### src/rtl/clk_gen_pkg.sv
// Shared types and constants for the multi-channel clock generator.
// Optional phase delay is compiled in with CLK_GEN_PHASE_EN.
package clk_gen_pkg;

    typedef enum logic [1:0] {
        IDLE       = 2'd0,
        PHASE_WAIT = 2'd1,
        RUN        = 2'd2
    } chan_state_e;

    // Shortest period a channel will produce; smaller requests are raised to this.
    localparam int unsigned MIN_PERIOD = 2;

endpackage

### src/rtl/clk_gen_chan.sv
// One divided-clock channel: shadowed period/high/phase, IDLE/PHASE_WAIT/RUN FSM.
// Outputs are registered from the current state, one cycle behind it. Phase delay needs CLK_GEN_PHASE_EN.
module clk_gen_chan
    import clk_gen_pkg::*;
#(
    parameter int unsigned CNT_W = 16
) (
    input  logic             clk_i,
    input  logic             rst_n_i,
    input  logic             en_i,
    input  logic [CNT_W-1:0] period_i,
    input  logic [CNT_W-1:0] high_i,
    input  logic [CNT_W-1:0] phase_i,
    output logic             clk_out_o,
    output logic             tick_o,
    output logic             busy_o
);

    chan_state_e      state_q;
    logic [CNT_W-1:0] cnt_q;
    logic [CNT_W-1:0] period_s_q;
    logic [CNT_W-1:0] high_s_q;
    logic             clk_out_q;
    logic             tick_q;
    logic             busy_q;

    logic [CNT_W-1:0] period_d;
    logic             last_d;

    // Requested periods below the minimum are clamped at sampling time.
    assign period_d = (period_i < CNT_W'(MIN_PERIOD)) ? CNT_W'(MIN_PERIOD) : period_i;
    assign last_d   = (cnt_q == (period_s_q - CNT_W'(1)));

`ifdef CLK_GEN_PHASE_EN
    logic [CNT_W-1:0] phase_s_q;
`else
    logic unused_phase;
    assign unused_phase = ^phase_i;
`endif

    always_ff @(posedge clk_i) begin
        if (!rst_n_i) begin
            state_q    <= IDLE;
            cnt_q      <= '0;
            period_s_q <= '0;
            high_s_q   <= '0;
`ifdef CLK_GEN_PHASE_EN
            phase_s_q  <= '0;
`endif
            clk_out_q  <= 1'b0;
            tick_q     <= 1'b0;
            busy_q     <= 1'b0;
        end else begin
            clk_out_q <= (state_q == RUN) && (cnt_q < high_s_q);
            tick_q    <= (state_q == RUN) && (cnt_q == '0);
            busy_q    <= (state_q != IDLE);

            case (state_q)
                IDLE: begin
                    cnt_q <= '0;
                    if (en_i) begin
                        period_s_q <= period_d;
                        high_s_q   <= high_i;
`ifdef CLK_GEN_PHASE_EN
                        phase_s_q  <= phase_i;
                        state_q    <= (phase_i != '0) ? PHASE_WAIT : RUN;
`else
                        state_q    <= RUN;
`endif
                    end
                end
`ifdef CLK_GEN_PHASE_EN
                PHASE_WAIT: begin
                    if (!en_i) begin
                        state_q <= IDLE;
                        cnt_q   <= '0;
                    end else if (cnt_q == (phase_s_q - CNT_W'(1))) begin
                        state_q <= RUN;
                        cnt_q   <= '0;
                    end else begin
                        cnt_q <= cnt_q + CNT_W'(1);
                    end
                end
`endif
                RUN: begin
                    // Config is only re-sampled at the period boundary, so no runt pulses.
                    if (last_d) begin
                        cnt_q <= '0;
                        if (en_i) begin
                            period_s_q <= period_d;
                            high_s_q   <= high_i;
                        end else begin
                            state_q <= IDLE;
                        end
                    end else begin
                        cnt_q <= cnt_q + CNT_W'(1);
                    end
                end
                default: begin
                    state_q <= IDLE;
                    cnt_q   <= '0;
                end
            endcase
        end
    end

    assign clk_out_o = clk_out_q;
    assign tick_o    = tick_q;
    assign busy_o    = busy_q;

endmodule

### src/rtl/clk_gen_multi.sv
// NUM_CH independent divided-clock channels sharing one system clock.
// Phase delay support is compiled in with CLK_GEN_PHASE_EN.
module clk_gen_multi
    import clk_gen_pkg::*;
#(
    parameter int unsigned NUM_CH = 4,
    parameter int unsigned CNT_W  = 16
) (
    input  logic                    clk,
    input  logic                    rst_n,
    input  logic [NUM_CH-1:0]       en,
    input  logic [NUM_CH*CNT_W-1:0] period,
    input  logic [NUM_CH*CNT_W-1:0] high,
    input  logic [NUM_CH*CNT_W-1:0] phase,
    output logic [NUM_CH-1:0]       clk_out,
    output logic [NUM_CH-1:0]       tick,
    output logic [NUM_CH-1:0]       busy
);

    for (genvar i = 0; i < NUM_CH; i++) begin : g_ch
        clk_gen_chan #(
            .CNT_W(CNT_W)
        ) u_chan (
            .clk_i    (clk),
            .rst_n_i  (rst_n),
            .en_i     (en[i]),
            .period_i (period[i*CNT_W +: CNT_W]),
            .high_i   (high[i*CNT_W +: CNT_W]),
            .phase_i  (phase[i*CNT_W +: CNT_W]),
            .clk_out_o(clk_out[i]),
            .tick_o   (tick[i]),
            .busy_o   (busy[i])
        );
    end

endmodule

### config.mk
export PLATFORM = sky130hd
export DESIGN_NAME = clk_gen_multi
export DESIGN_NICKNAME = d
export VERILOG_FILES = /design/src/rtl/clk_gen_pkg.sv /design/src/rtl/clk_gen_chan.sv /design/src/rtl/clk_gen_multi.sv
export SDC_FILE = /design/constraint.sdc
export NUM_CORES = 1
export LEC_CHECK = 0
export ABC_AREA = 1
export BUFFER_PORTS_ARGS = -buffer_cell sky130_fd_sc_hd__buf_2
export CAP_MARGIN = 5
export CORE_MARGIN = 3
export CORE_UTILIZATION = 58
export DETAILED_ROUTE_END_ITERATION = 10
export PLACE_DENSITY_LB_ADDON = 0.15
export SYNTH_ARGS = -nofsm -noshare
export SYNTH_HDL_FRONTEND = slang
export SYNTH_HIERARCHICAL = 1
export SYNTH_SLANG_ARGS = --single-unit
### constraint.sdc
create_clock -name clk -period 2.15 [get_ports clk]
set_input_delay 0.215 -clock clk [delete_from_list [all_inputs] [get_ports clk]]
set_output_delay 0.215 -clock clk [all_outputs]
set_load 0.01 [all_outputs]
==> key figures, run 1 <==
Status
  – Status: finished, violations left
  – Failing checks: setup timing

Floorplan
  – IO Count: 210
  – Die span in y: 156 um
  – Die ar.: 24400 um2
  – Initial Utilization: 59.5%
  – CORE AREA: 22000 um2
  – # rows: 54
  – Die W: 156 um

Drt
  – DRC: 0
  – Vias per cell: 5.27
  – WL per Instance: 14.0 um
  – Antenna Nets Post-Route: 0
  – Via count: 13100
  – Routed WL: 35.0 mm
  – Initial DRC Count: 892
  – Drt pass-1 iters: 5

STA
  – Final Cycle Share: 100%
  – Final max-slew violation count: 0
  – RSZ-0062 raised after global routing: true
  – Max transition margin: 59.6%
  – Fin Clk Skew: 0.0128 ns
  – Final WS setup: -0.00959 ns
  – Number of setup violations in the final report: 1
  – Max Fclk: 0.463 GHz
  – Crit path time final: 2.16 ns
  – Worst slew pin tran: 0.606 ns
  – Final hold violations: 0

Yosys
  – Mapped Nets: 2230
  – Ys async rst share: 0%
  – Biggest area consumer among synthesized cells: dfxtp_1
  – Ranking of synthesized cells by area: dfxtp_1 (32%), nand2_1 (13%), nor2_1 (9.4%)
  – Post-synth top area share: 31.9%
  – Dominant synthesized flop cell: dfxtp_1
  – YS warnings: 6
  – Count of cell types in the netlist: 34
  – Synth Area per Inst: 6.66 um2
  – Synth top cells by count: nand2_1 (450), nor2_1 (327), inv_1 (261), dfxtp_1 (208), a21oi_1 (130)
  – Sequential-to-total area share from yosys stat: 31.9%
  – Syn Inst Count: 1960
  – Count leader, synth: nand2_1
  – Flops & latches, synth: 208
  – Post-Syn Area: 13100 um2
  – Number of synthesized flops with an enable pin: 0

Placed design
  – Place WS: -0.0434 ns
  – Placer Congestion: 0.886
  – Count of input and output buffers: 145
  – Post-DP HPWL: 23.1 mm

Power
  – Sw Ratio: 30.2%
  – Switching power of the nets: 3.34 mW
  – Power, Total: 11.1 mW
  – VDD IR-drop max: 0.000593 V
  – Internal power: 7.72 mW
  – Reg power frac: 39.2%
  – Power Density: 670 nW/um2
  – Logic pwr share: 23.3%
  – Leak: 8.05 nW
  – Clk pwr share: 37.5%

Clock tree
  – Worst-path clk slew: 0.06 ns
  – Clock root buffer: clkbuf_16
  – Sink Count: 208
  – CTS tree: built
  – TritonCTS buffer count: 23
  – Worst-skew pair later-pin latency: 0.51 ns
  – Clk buf depth: 3
  – Htree depth: 1

Global routing
  – Tot GR Track Use: 25.5%
  – Vias in the first global route: 11800
  – Initial antenna violation count: 0
  – Pin count of the biggest net entering global routing: 49
  – GRT overflow: 0
  – First-pass GRT wire length: 53.2 mm

Cells and area
  – Ant. Diodes: 0
  – Sequential cell area: 4200 um2
  – Fill count: 1670
  – Nets: 2467
  – Layout cells sized above 1: 18.9%
  – Area growth syn-to-layout: 26.4%
  – Multi-input gate area: 8020 um2

Worst setup path
  – Startpoint types: flop
  – Worst path max stage delay: 0.33 ns
  – CP max stage cell: dfxtp_2
  – Worst endpoint data arrival time: 2.55 ns
  – Largest delay share family, worst path: simple AND/OR/NAND/NOR gates
  – Req. time, crit path: 2.54 ns
  – Crit path buf inv count: 3
  – Crit path cell chain: inv_2 -> ha_4 -> buf_6 -> nand2_1 -> nor2_2 -> xor2_1 -> nand2_1 -> nor3_2 -> nand2_2 -> nand2_8 -> nand2_8 -> clkbuf_16 -> nor2_1 -> nor2_1
  – Nature of the critical path endpoint: flop
  – WS Path Type: reg -> reg
  – Worst Path Max Fanout: 11

Job
  – Max-cap violations: 0

Worst hold path
  – Type of the worst min-delay path: in -> reg
[worst register-to-register path: cells and delay by family (launching register included)]
kind | cells | cell delay [ns]
xor+xnor | 1 | 0.16
fa+ha+maj | 1 | 0.14
buf+inv | 3 | 0.35
flops | 1 | 0.33
simple gates | 9 | 1.07
[kinds of logic after synthesis]
group	count (synthesis)	synth area share, %
adders and majority gates	72	6.90
AOI/OAI and AO/OA	152	6.05
xor gates and xnor gates	94	6.30
and+or+nand+nor	1101	38.6
buffers and inverters	333	10.3
DFF	208	31.9
[per-stage QoR]
step,instances,instance area [um2],TNS (ns),hold slack (ns),utilization (%)
floorplan,1960,13100,0,0.350,-
global placement,2375,14300,0,0.457,65.1
detailed placement,2375,14300,-0.190,0.463,65.1
CTS,2465,15600,0,0.000257,71.0
global route,2493,16500,-2.73,0.0243,75.2
finish,2493,16500,-0.00959,0.0145,75.2
[layout by cell type, fill, tap and decap left out, types with 8 or more instances in the layout]
master           n
nor2_4          17
dfxtp_1        181
nor3_1          23
nand3b_1        85
dfxtp_2         25
clkbuf_16       34
nor4_1          19
nand2_1        429
nor2_1         295
ha_1            68
nor2_2          31
a21oi_1        129
xor2_1          71
clkinv_2         8
nand2_8          9
dlygate4sd3_1   49
nand3_1        104
buf_4           56
nand4_1         28
xnor2_1         23
inv_1          258
buf_2          144
nand2_4         14
nand2_2         20
[layout make-up]
| type | count | area share, % |
|---|---|---|
| Multi-Input combinational cell | 1423 | 48.6 |
| Sequential cell | 208 | 25.5 |
| Timing Repair Buffer | 276 | 13.1 |
| Inverter | 265 | 6.03 |
| Clock buffer | 28 | 3.72 |
| Tap cell | 280 | 2.12 |
| Clock inverter | 13 | 1.02 |
[what timing repair did]
item / 4_1_cts / 5_1_grt
endpoints found under the hold margin: 49 / 0
endpoints found under the setup margin: 24 / 137
hold buffers: 49 / 0
pin swaps: 1 / 54
buffers inserted: 0 / 12
cloned: 0 / 16
resized for setup: 4 / 147
[layer usage]
layer	vias to the layer above	part of all wire (%)	track usage, %
met3	73	4.7	2.83
met4	0	2.8	7.57
met5	-	0	0
li1	6675	-	-
met1	5991	44	33.5
met2	387	49	44.4
[power groups by stage]
stage | Sequential, mW | Combinational (mW) | Clock [mW]
6_report | 4.34 | 2.57 | 4.15
4_1_cts | 4.30 | 2.20 | 4.21
5_1_grt | 4.36 | 2.88 | 4.37
3_5_place_dp | 4.38 | 2.11 | 0
3_3_place_gp | 4.37 | 2.05 | 0
2_1_floorplan | 4.33 | 1.61 | 0
[final timing paths]
path	from	endpoint	slack [ns]	cells past startpoint
worst max register to register	g_ch[2].u_chan/period_s_q[0]	g_ch[2].u_chan/period_s_q[8]	-0.01	14
worst min register to register	g_ch[3].u_chan/cnt_q[0]	g_ch[3].u_chan/cnt_q[0]	0.48	1
worst max-delay path	g_ch[2].u_chan/period_s_q[0]	g_ch[2].u_chan/period_s_q[8]	-0.01	14
worst min-delay path	high[15]	g_ch[0].u_chan/high_s_q[15]	0.01	4
[flip-flops by register name, indices dropped and copies added, names as in the netlist]
name,cells
g_ch.u_chan/cnt_q,64
g_ch.u_chan/busy_o,4
g_ch.u_chan/high_s_q,64
g_ch.u_chan/tick_o,4
g_ch.u_chan/state_q,4
g_ch.u_chan/period_s_q,64
g_ch.u_chan/clk_out_o,4
(Power assumes the default switching activity.)
==> inputs of run 2 (changes only) <==
--- a/config.mk
+++ b/config.mk
@@ -5,11 +5,11 @@
 export SDC_FILE = /design/constraint.sdc
 export NUM_CORES = 1
 export LEC_CHECK = 0
-export ABC_AREA = 1
+export ABC_AREA = 0
 export BUFFER_PORTS_ARGS = -buffer_cell sky130_fd_sc_hd__buf_2
 export CAP_MARGIN = 5
 export CORE_MARGIN = 3
-export CORE_UTILIZATION = 58
+export CORE_UTILIZATION = 57
 export DETAILED_ROUTE_END_ITERATION = 10
 export PLACE_DENSITY_LB_ADDON = 0.15
 export SYNTH_ARGS = -nofsm -noshare
==> run 2 against run 1 <==
The flow still finishes with violations (setup timing). Register-to-register slack worse by 0.68 ns. Wire length is 16% higher. Die area is 4.6% lower. Clock-buffer cell count is 3 higher. Sequential power is 3% lower. Global-route usage is 5.7 points higher. Synthesized cell count is 27% lower. Power is 5.8% lower. Design area is 4.0% higher. Maximum frequency is 24% lower. First-iteration DRC count is 8.4% higher. Critical path depth is 6 lower. Critical endpoint is now g_ch[0].u_chan/high_s_q[4].
==> key figures, run 2 <==
Status
  – Status: finished, violations left
  – Failing checks: setup timing

STA
  – Final hold violations: 0
  – Crit path time final: 2.84 ns
  – Worst slew pin tran: 0.760 ns
  – RSZ-0062 raised after global routing: true
  – Fin Clk Skew: 0.0123 ns
  – Final WS setup: -0.688 ns
  – Max Fclk: 0.352 GHz
  – Final Cycle Share: 132%
  – Max transition margin: 49.3%
  – Number of setup violations in the final report: 196
  – Final max-slew violation count: 0

Clock tree
  – Clock root buffer: clkbuf_16
  – CTS tree: built
  – Sink Count: 208
  – TritonCTS buffer count: 23
  – Htree depth: 1
  – Clk buf depth: 3
  – Worst-path clk slew: 0.07 ns
  – Worst-skew pair later-pin latency: 0.52 ns

Power
  – Clk pwr share: 37.8%
  – Sw Ratio: 28.2%
  – Switching power of the nets: 2.94 mW
  – Internal power: 7.48 mW
  – Leak: 7.50 nW
  – Logic pwr share: 21.9%
  – Reg power frac: 40.3%
  – VDD IR-drop max: 0.000551 V
  – Power Density: 607 nW/um2
  – Power, Total: 10.4 mW

Floorplan
  – Die ar.: 23200 um2
  – # rows: 52
  – Initial Utilization: 59.3%
  – CORE AREA: 20600 um2
  – IO Count: 210
  – Die span in y: 152 um
  – Die W: 152 um

Job
  – Max-cap violations: 0

Yosys
  – Ranking of synthesized cells by area: dfxtp_1 (34%), mux2i_1 (7.9%), ha_1 (7.4%)
  – Post-synth top area share: 34.1%
  – Flops & latches, synth: 208
  – Main combinational cell family by area after synthesis: simple AND/OR/NAND/NOR gates
  – Xor/xnor cell area share of the yosys netlist: 8.96%
  – Count leader, synth: nand2_1
  – Synth Area in Simple Gates: 22.7%
  – Post-Synth Adder-Cell Area: 7.37%
  – Portion of netlist area occupied by mux cells: 7.86%
  – Biggest area consumer among synthesized cells: dfxtp_1
  – Synth Area per Inst: 8.58 um2
  – Sequential-to-total area share from yosys stat: 34.1%
  – YS warnings: 6
  – Number of synthesized flops with an enable pin: 0
  – Ys async rst share: 0%
  – Count of cell types in the netlist: 62
  – Syn Inst Count: 1424
  – Post-Syn Area: 12200 um2
  – Complex-gate fraction of the synthesized area: 11.3%
  – Dominant synthesized flop cell: dfxtp_1
  – Mapped Nets: 1694
  – Synth top cells by count: nand2_1 (223), dfxtp_1 (208), inv_1 (101), mux2i_1 (96), nor2_1 (96)

Worst setup path
  – Largest delay share family, worst path: simple AND/OR/NAND/NOR gates
  – Worst endpoint data arrival time: 3.24 ns
  – Crit path top cell by count: nor4_4
  – Worst Path Max Fanout: 7
  – Worst path max stage delay: 0.50 ns
  – Nature of the critical path endpoint: flop
  – Startpoint types: flop
  – Reg-to-reg slack, setup: -0.69 ns
  – Crit path cell chain: nor4_4 -> nand4_1 -> xnor2_1 -> or4b_4 -> nor4_4 -> o21a_4 -> buf_8 -> mux2i_1
  – CP max stage cell: or4b_4
  – WS Path Type: reg -> reg
  – Crit path buf inv count: 1
  – Req. time, crit path: 2.55 ns

Drt
  – Antenna Nets Post-Route: 0
  – DRC: 0
  – Drt pass-1 iters: 8
  – Vias per cell: 5.81
  – Via count: 12400
  – Initial DRC Count: 967
  – Routed WL: 40.5 mm
  – WL per Instance: 19.1 um

Cells and area
  – Most common cell after layout, fill and taps aside: nand2_1
  – Layout Cells excl Fill: 2126
  – Area growth syn-to-layout: 40.5%
  – Largest regs: g_ch.u_chan/cnt_q (64), g_ch.u_chan/high_s_q (64), g_ch.u_chan/period_s_q (64)
  – Layout cells sized above 1: 28.6%
  – Most frequent cells in the layout: nand2_1 (222), dfxtp_1 (187), buf_4 (170)
  – Final core occ: 83.2%
  – Nets: 2111

Placed design
  – Count of input and output buffers: 145
  – Post-DP HPWL: 22.5 mm
  – Placer Congestion: 0.880
  – Placed Instances: 1938

Global routing
  – First-pass GRT wire length: 61.5 mm
  – Tot GR Track Use: 31.2%
  – Pin count of the biggest net entering global routing: 78
  – GRT overflow: 0
  – Vias in the first global route: 12500
  – Initial antenna violation count: 1

Worst hold path
  – Type of the worst min-delay path: in -> reg
## run 2: cell types whose count changed after synthesis, sizes merged, moves of 17 or more
cell    before  now
nor2       346   97
nand2      468  223
inv        265  101
mux2i        0   96
a21oi      130   37
nand3b      85    9
nand3      107   40
a22o         0   31
clkbuf      18   46
a21o         0   24
xnor2       23   45
nand2b       0   21
nor4        22   39
## run 2: repair_timing
action / in CTS / in global routing
cloned: 12 / 1
gates resized for setup: 80 / 124
endpoints found under the hold margin: 123 / 0
endpoints found under the setup margin: 196 / 197
pin swaps: 22 / 50
setup buffers: 20 / 8
hold buffers: 123 / 0
## run 2: cell type report
type | instances | area (um2)
Sequential cell | 208 | 4210
Inverter | 101 | 379
Antenna cell | 1 | 2.50
Tap cell | 270 | 338
Multi-Input combinational cell | 1038 | 7800
Timing Repair Buffer | 469 | 3710
Clock inverter | 8 | 101
Clock buffer | 31 | 626
Fill cell | 1121 | 3460
## run 2: cell families (layout without fill, tap and decap cells)
kind of cell / Yosys count / count (layout)
adders and majority gates: 72 / 72
buffers and inverters: 181 / 609
and+or+nand+nor: 555 / 555
muxes: 96 / 96
DFF: 208 / 208
xor gates and xnor gates: 125 / 125
other: 0 / 1
AOI/OAI and AO/OA: 187 / 190
## run 2: power groups by stage
stage          Sequential [mW]  Clock (mW)  Combinational [mW]
2_1_floorplan             4.25           0                1.13
3_3_place_gp              4.26           0                1.67
3_5_place_dp              4.26           0                1.71
4_1_cts                   4.18        3.95                2.11
5_1_grt                   4.22        4.12                2.44
6_report                  4.20        3.94                2.28
## run 2: routing by layer
metal  vias to the layer above  global-route usage, %  part of all wire [%]
met4                         0                   12.7                   4.5
met1                      5837                   37.9                    39
met3                       158                   4.97                   6.8
met5                         -                      0                     0
met2                       613                   55.1                    50
li1                       5746                      -                     -
## run 2: worst paths after layout
check             cells past startpoint                          from                         end
setup reg to reg                      8  g_ch[0].u_chan/period_s_q[1]  g_ch[0].u_chan/high_s_q[4]
setup / recovery                      8  g_ch[0].u_chan/period_s_q[1]  g_ch[0].u_chan/high_s_q[4]
hold / removal                        2                         rst_n   g_ch[0].u_chan/state_q[1]
hold reg to reg                       2    g_ch[0].u_chan/high_s_q[7]  g_ch[0].u_chan/high_s_q[7]
## run 2: through the flow
step	hold WS (ns)	instance area (um2)	setup TNS (ns)	setup slack, ns
after floorplan	0.336	12300	-28.05	-0.252
after global placement	0.431	14200	-63.59	-0.415
after detailed placement	0.437	14200	-78.41	-0.562
after CTS	0.000991	16900	-57.58	-0.406
after global routing	0.0183	17200	-100.35	-0.690
final	0.0202	17200	-81.12	-0.688
